===== src/rtl/multicycle_ctrl.sv =====
// multicycle_ctrl: multi-cycle RV32I control FSM sequencing fetch/decode/execute/memory/writeback
module multicycle_ctrl #(
   parameter int RESET_PC_HOLD = 1
) (
   input  logic        clk,
   input  logic        rst_n,
   input  logic [31:0] instr,
   input  logic        mem_ready,
   input  logic        branch_taken,
   output logic        mem_req,
   output logic        mem_we,
   output logic        ir_we,
   output logic        mdr_we,
   output logic        pc_we,
   output logic        pc_sel,
   output logic        reg_we,
   output logic [1:0]  wb_sel,
   output logic        alu_src_a,
   output logic        alu_src_b,
   output logic [3:0]  alu_op,
   output logic [1:0]  imm_sel,
   output logic [19:0] imm_field,
   output logic        illegal
);
   localparam int CW = (RESET_PC_HOLD > 1) ? $clog2(RESET_PC_HOLD) : 1;
   localparam logic [6:0] OP_LUI = 7'b0110111, OP_AUIPC = 7'b0010111, OP_JAL = 7'b1101111,
      OP_JALR = 7'b1100111, OP_BR = 7'b1100011, OP_LD = 7'b0000011, OP_ST = 7'b0100011,
      OP_IMM = 7'b0010011, OP_OP = 7'b0110011;
   typedef enum logic [2:0] {RESET, FETCH, DECODE, EXEC, MEM, WB, TRAP} state_t;
   state_t          state;
   logic [CW-1:0]   hold_cnt;
   logic [6:0]      opc;
   logic [2:0]      f3;
   logic            f7;
   logic [6:0]      op_i;
   logic            known;
   logic [1:0]      imm_sel_d;
   logic [19:0]     imm_d;
   logic            is_lui, is_auipc, is_jal, is_jalr, is_br, is_ld, is_st, is_opi, is_op, alu_act;
   // immediate assembly works on the live instruction so it can be latched leaving DECODE
   always_comb begin
      op_i      = instr[6:0];
      known     = op_i inside {OP_LUI, OP_AUIPC, OP_JAL, OP_JALR, OP_BR, OP_LD, OP_ST, OP_IMM, OP_OP};
      imm_sel_d = (op_i == OP_BR) ? 2'd1 :
                  (op_i == OP_LUI || op_i == OP_AUIPC) ? 2'd2 :
                  (op_i == OP_JAL) ? 2'd3 : 2'd0;
      imm_d     = (op_i == OP_LUI || op_i == OP_AUIPC) ? instr[31:12] :
                  (op_i == OP_JAL) ? {instr[31], instr[19:12], instr[20], instr[30:21]} :
                  (op_i == OP_BR) ? {8'd0, instr[31], instr[7], instr[30:25], instr[11:8]} :
                  (op_i == OP_ST) ? {8'd0, instr[31:25], instr[11:7]} :
                  (op_i == OP_IMM || op_i == OP_LD || op_i == OP_JALR) ? {8'd0, instr[31:20]} : 20'd0;
   end
   always_ff @(posedge clk or negedge rst_n) begin
      if (!rst_n) begin
         state     <= RESET;
         hold_cnt  <= '0;
         opc       <= '0;
         f3        <= '0;
         f7        <= 1'b0;
         imm_sel   <= '0;
         imm_field <= '0;
      end else begin
         case (state)
            RESET: begin
               if (hold_cnt == CW'(RESET_PC_HOLD - 1)) state <= FETCH;
               else hold_cnt <= hold_cnt + 1'b1;
            end
            FETCH: if (mem_ready) state <= DECODE;
            DECODE: begin
               opc   <= op_i;
               f3    <= instr[14:12];
               f7    <= instr[30];
               state <= known ? EXEC : TRAP;
               if (known) begin
                  imm_sel   <= imm_sel_d;
                  imm_field <= imm_d;
               end
            end
            EXEC: state <= (opc == OP_BR) ? FETCH : (opc == OP_LD || opc == OP_ST) ? MEM : WB;
            MEM: if (mem_ready) state <= (opc == OP_ST) ? FETCH : WB;
            WB: state <= FETCH;
            default: state <= TRAP;
         endcase
      end
   end
   always_comb begin
      is_lui    = opc == OP_LUI;
      is_auipc  = opc == OP_AUIPC;
      is_jal    = opc == OP_JAL;
      is_jalr   = opc == OP_JALR;
      is_br     = opc == OP_BR;
      is_ld     = opc == OP_LD;
      is_st     = opc == OP_ST;
      is_opi    = opc == OP_IMM;
      is_op     = opc == OP_OP;
      // ALU controls are held past EXEC so the datapath result stays stable through MEM/WB
      alu_act   = state inside {EXEC, MEM, WB};
      mem_req   = state == FETCH || state == MEM;
      mem_we    = state == MEM && is_st;
      ir_we     = state == FETCH && mem_ready;
      mdr_we    = state == MEM && is_ld && mem_ready;
      pc_we     = (state == EXEC && is_br) || (state == MEM && is_st && mem_ready) || state == WB;
      pc_sel    = (state == EXEC && is_br) ? branch_taken : (state == WB && (is_jal || is_jalr));
      reg_we    = state == WB;
      wb_sel    = (state != WB) ? 2'd0 : is_ld ? 2'd1 : (is_jal || is_jalr) ? 2'd2 : is_lui ? 2'd3 : 2'd0;
      alu_src_a = alu_act && (is_auipc || is_jal || is_br);
      alu_src_b = alu_act && !(is_op || is_lui);
      alu_op    = !alu_act ? 4'd0 : is_op ? {f7, f3} : is_opi ? {f7 && f3 == 3'b101, f3} : 4'd0;
      illegal   = state == TRAP;
   end
endmodule

===== config.mk =====
export PLATFORM = sky130hd
export DESIGN_NAME = multicycle_ctrl
export DESIGN_NICKNAME = d
export VERILOG_FILES = /design/src/rtl/multicycle_ctrl.sv
export SDC_FILE = /design/constraint.sdc
export NUM_CORES = 1
export LEC_CHECK = 0
export CAP_MARGIN = 20
export CORE_ASPECT_RATIO = 2
export CORE_MARGIN = 4
export CORE_UTILIZATION = 52
export DETAILED_ROUTE_END_ITERATION = 10
export DONT_BUFFER_PORTS = 1
export PLACE_DENSITY = 0.74
export SETUP_SLACK_MARGIN = 0.2
export SLEW_MARGIN = 20
export SYNTH_ARGS = -nofsm -noshare
export SYNTH_HDL_FRONTEND = slang
export SYNTH_SLANG_ARGS = --single-unit
export TNS_END_PERCENT = 10

===== constraint.sdc =====
create_clock -name clk -period 1.75 [get_ports clk]
set_clock_uncertainty 0.1 [all_clocks]
set_input_delay 0.0875 -clock clk [delete_from_list [all_inputs] [get_ports clk]]
set_output_delay 0.0875 -clock clk [all_outputs]
set_load 0.01 [all_outputs]

# Word-level counts from Yosys, hierarchy flattened
# Index checks and enable logic that the tools add are counted.
# Widths: inputs -> output; s select.
# op_classes
div	0
n_eq_ne	29
order_cmp	0
n_mul	0
n_reduce_logical	27
shift	0
add_sub_neg	1
n_bitwise	0
mux	25
# ops
operator	n
$eq 7x6->1 const B	6
$eq 7x7->1 const B	6
$mux 20	2
$mux 12	3
$eq 7x5->1 const B	4
$mux 3	6
$pmux 3 s6	1
$eq 7x2->1 const B	2
$mux 2	7
$eq 3x3->1 const B	4
$mux 4	3
$logic_or 1x1->1	11
$logic_and 1x1->1	10
$reduce_bool 9->1	1
$eq 3x2->1 const B	2
$ne 2x2->1 const B	3
$eq 3x1->1 const B	1
$logic_not 3->1	1
$mux 1	3
$ne 3x3->1 const B	1
$reduce_and 3->1	1
$reduce_bool 3->1	1
$reduce_and 2->1	1
$add 1x1->1 const B	1
$logic_not 1->1	1
# totals
memories	0
word_cells	89
mem_bits_ro	0
latch_bits	0
inputBits	36
regBits	37
output_inout_bits	38
ram_bits	0

# Longest topological paths before layout
# depth
ltp_word	8
mapped_depth	7
depth_no_buf	4

# Least setup slack after synthesis
# Ideal clock, no wire load.
# synth_path
path_type	reg-to-reg
startpoint	reg state[0]
endpoint	reg opc[5]
required_ps	1533
path_buffers	2
slack_ps	213
stages_incl_launch_ff	7
period_less_slack_ps	1537
setup_ps	117
arrival_ps	1319
path_cell_list	dfrtp_1 nand2b_1 or2_2 clkbuf_1 buf_2 nand2_1 nand2_1
# synth_between
elab_chain_cells	1
# synth_lines
item	line_no	rtl
start, declared	30	state_t state;
start signal, assigned	73	state <= known ? EXEC : TRAP;
start signal, assigned	79	EXEC: state <= (opc == OP_BR) ? FETCH : (opc == OP_LD || opc == OP_ST) ? MEM : WB;
start signal, assigned	80	MEM: if (mem_ready) state <= (opc == OP_ST) ? FETCH : WB;
$eq 3x2->1	63	case (state)
end signal, assigned	70	opc <= op_i;
end, declared	32	logic [6:0] opc;
# No other way between the ends.
# A chain may end at the register's enable or synchronous reset.

# Final worst setup path
# layout_path
startpoint	reg state[1]
endpoint	out alu_op[3]
# layout_between
elab_chain_cells	3
elab_cells_between_ends	5
classes_between	eq/ne (3); mux (1); reduce/logical (1)
# layout_lines
item	line_no	rtl
$eq 3x2->1 or $eq 3x3->1 (tied branches)	97	alu_act = state inside {EXEC, MEM, WB};
$reduce_bool 3->1 (*)	97	
$mux 4 (*)	108	alu_op = !alu_act ? 4'd0 : is_op ? {f7, f3} : is_opi ? {f7 && f3 == 3'b101, f3} : 4'd0;
end, declared	20	output logic [3:0] alu_op,
# Mark *: on every way between the ends. The rest lies on a longest branch, timed or not.

==> qor.csv <==
metric,value,unit
status,"finished, violations left",
violations,"negative hold slack, negative setup slack",
diodes,0,
synth_edf_count,0,
antenna_found_initial,0,
synthCells,279,
yosys.cell_types.count,60,
grt_pass1_wl,13000,um
grt.met2_usage,0.500,
clock_path_buffers,2,
min-delay-path-class,input pin to register,
initialDrtViolationCount,126,
clk_latency,0.29,ns
routed_via_density,6.64,
crit_type,register to primary output,
synth-main-ff-cell,dfrtp_1,
grt_pass1_vias,2580,
final_core_util,0.702,
seq_area_frac_synth,0.355,
drc,0,
ys_ff_latch,36,
row_count,35,
cp_max_fo,5,
start_util,0.542,
p_leak,1.45,nW
max_freq,554,MHz
coreArea,0.00469,mm2
crit_path_end,alu_op[3],
layout_setup_ws,-0.0556,ns
worstMarginPinSlew,0.573,ns
cts_root_buffer,clkbuf_8,
reg2reg_depth,5,
clk_pin_slew,0.07,ns
cts_num_sinks,36,
maxCapViolations,0,
syn_area,0.00254,mm2
slowest_delay,0.44,ns
via_count,2503,
die_x,57.4,um
rrSetupSlack,0.09,ns
start_kind,register,
slew_headroom,0.618,
whs,-0.00880,ns
grt.busiest_layer,met2,
routed_wl,8390,um
fin_crit_sh,1.03,
rr_startpoint,state[1],
htree_levels,2,
worstPathArrival,1.62,ns
grt_max_degree,37,
fin_nets,358,
layout_min_cycle_time,1.81,ns
ant_nets,0,
endpoint_kind,primary output,
cts_tree,done,
worstPathRequired,1.56,ns
startpoint,state[1],
synth.avg_cell_area,9.10,um2
slowest_stage,dfrtp_2,
synthArstFlopShare,1.00,
finalHoldViolCount,1,
dpl.hpwl,5400,um
cts_made_buffers,5,
port_buffers,0,
place_congestion,0.870,
synth_fp_nets,315,
rsz0062_at_grt,true,
area_delta_synth_final,29.5,%
wire_per_inst,22.3,um
path_cells,buf_4 -> inv_4 -> a21oi_2 -> and4bb_2 -> o211a_1,
fin_area,0.00329,mm2
drive_above_1_share,0.289,
grt_use_total,0.274,
yosysWarnings,0,
first_pass_iters,6,
dieHeight,107,um
peakVddDrop,0.904,mV
use_met1,0.256,
num_io_pins,74,
slew_violations,0,
grt_overflow,0,
die-area,0.00613,mm2
p_per_area,1080,mW/mm2
grt_util_met3,0.0699,
setup-violations-final,6,
timing.rr.end,imm_field[0],
place_area,0.00259,mm2
[routing by layer]
| layer | wire [um] | share of wire |
|---|---|---|
| met5 | 0 | 0 |
| met4 | 551 | 0.066 |
| met3 | 547 | 0.065 |
| met2 | 4600 | 0.55 |
| met1 | 2700 | 0.32 |
[layout make-up]
class | instances | area, um2
Sequential cell | 36 | 907
Tap cell | 55 | 68.8
Fill cell | 353 | 1400
Timing Repair Buffer | 55 | 517
Multi-Input combinational cell | 209 | 1640
Clock buffer | 7 | 96.3
Inverter | 15 | 58.8
[cell usage after synthesis, types with 6 or more instances]
cell type | instances | area (um2)
dfrtp_1 | 36 | 901
nand2_1 | 35 | 131
inv_1 | 15 | 56.3
nor3_1 | 14 | 70.1
a21oi_1 | 13 | 65.1
o21ai_0 | 12 | 60.1
nand3_1 | 10 | 50.1
and2_1 | 9 | 56.3
nor2_1 | 9 | 33.8
o2111ai_1 | 9 | 78.8
clkbuf_1 | 8 | 30.0
mux2_4 | 8 | 120
a22o_1 | 7 | 61.3
mux2i_1 | 6 | 60.1
[worst min path at each step]
stage                     slack (ns)       endpoint       from  cells after the start
final                         -0.009   imm_field[9]  instr[21]                      2
after floorplan                -0.31          f3[0]      rst_n                      0
after global routing            0.02   imm_field[9]  instr[21]                      2
after CTS                      0.002   imm_field[9]  instr[21]                      2
after global placement         -0.31  imm_field[14]      rst_n                      0
after detailed placement       -0.31  imm_field[14]      rst_n                      0
[power breakdown]
group	internal [mW]	switching [mW]
Sequential	1.09	0.304
Combinational	0.716	0.820
Clock	0.350	0.288
[metrics by stage]
stage	setup TNS, ns	setup WS [ns]	std cells	power (mW)
after CTS	-0.0305	-0.0208	372	3.30
after global placement	-0.0443	-0.0301	329	2.32
after floorplan	0	0.213	279	2.07
final	-0.134	-0.0556	377	3.57
after global routing	-0.629	-0.120	377	3.79
after detailed placement	-0.0671	-0.0426	329	2.35
[kinds of logic after synthesis]
kind of cell              synth area share
xor gates and xnor gates           0.00345
buffers and inverters               0.0690
AOI/OAI and AO/OA                    0.225
DFF                                  0.355
muxes                               0.0842
and+or+nand+nor                      0.264
[worst max-delay path, delay by kind of cell (launching register included)]
| kind | cells | cell delay [ns] |
|---|---|---|
| flops | 1 | 0.44 |
| buf+inv | 2 | 0.24 |
| compound gates | 2 | 0.30 |
| simple gates | 1 | 0.36 |
[layout by cell type (no fill, tap or decap), types with 2 or more instances in the layout]
master,synthesis,layout
nor2_2,2,3
mux2i_1,6,6
buf_6,1,5
dlygate4sd3_1,0,27
o211ai_1,5,5
o21ai_0,12,10
nor3b_2,0,3
and2_1,9,6
mux2_4,8,8
nor4b_1,4,2
buf_4,5,21
clkbuf_8,0,7
nor2_4,1,2
nand2_1,35,34
nor2_1,9,7
dfrtp_1,36,31
a21o_1,2,2
inv_1,15,14
o21ai_1,1,3
o21bai_1,4,4
nand4_1,2,2
o2111ai_1,9,5
nor4b_4,0,3
o2111ai_2,0,4
nor3_1,14,12
a22o_1,7,7
a21oi_2,0,3
a21oi_4,0,2
and2_4,0,3
nand3_1,10,9
nand2b_1,5,4
nor3_2,2,4
mux2_2,3,3
nand3b_1,5,5
a21oi_1,13,8
dfrtp_2,0,5
a222oi_1,5,5
o2bb2ai_1,2,2
[registers in the layout, summed over array words and instances (netlist names)]
name       count
imm_field     20
opc            7
f3             3
state          3
imm_sel        2
f7             1
[repair_timing]
action | CTS | global route
buffers inserted | 7 | 5
hold buffers | 29 | 0
hold endpoints to repair | 65 | 0
setup endpoints to repair | 40 | 41
gates resized for setup | 26 | 26
pin swaps | 17 | 28
(Power assumes the default switching activity.)
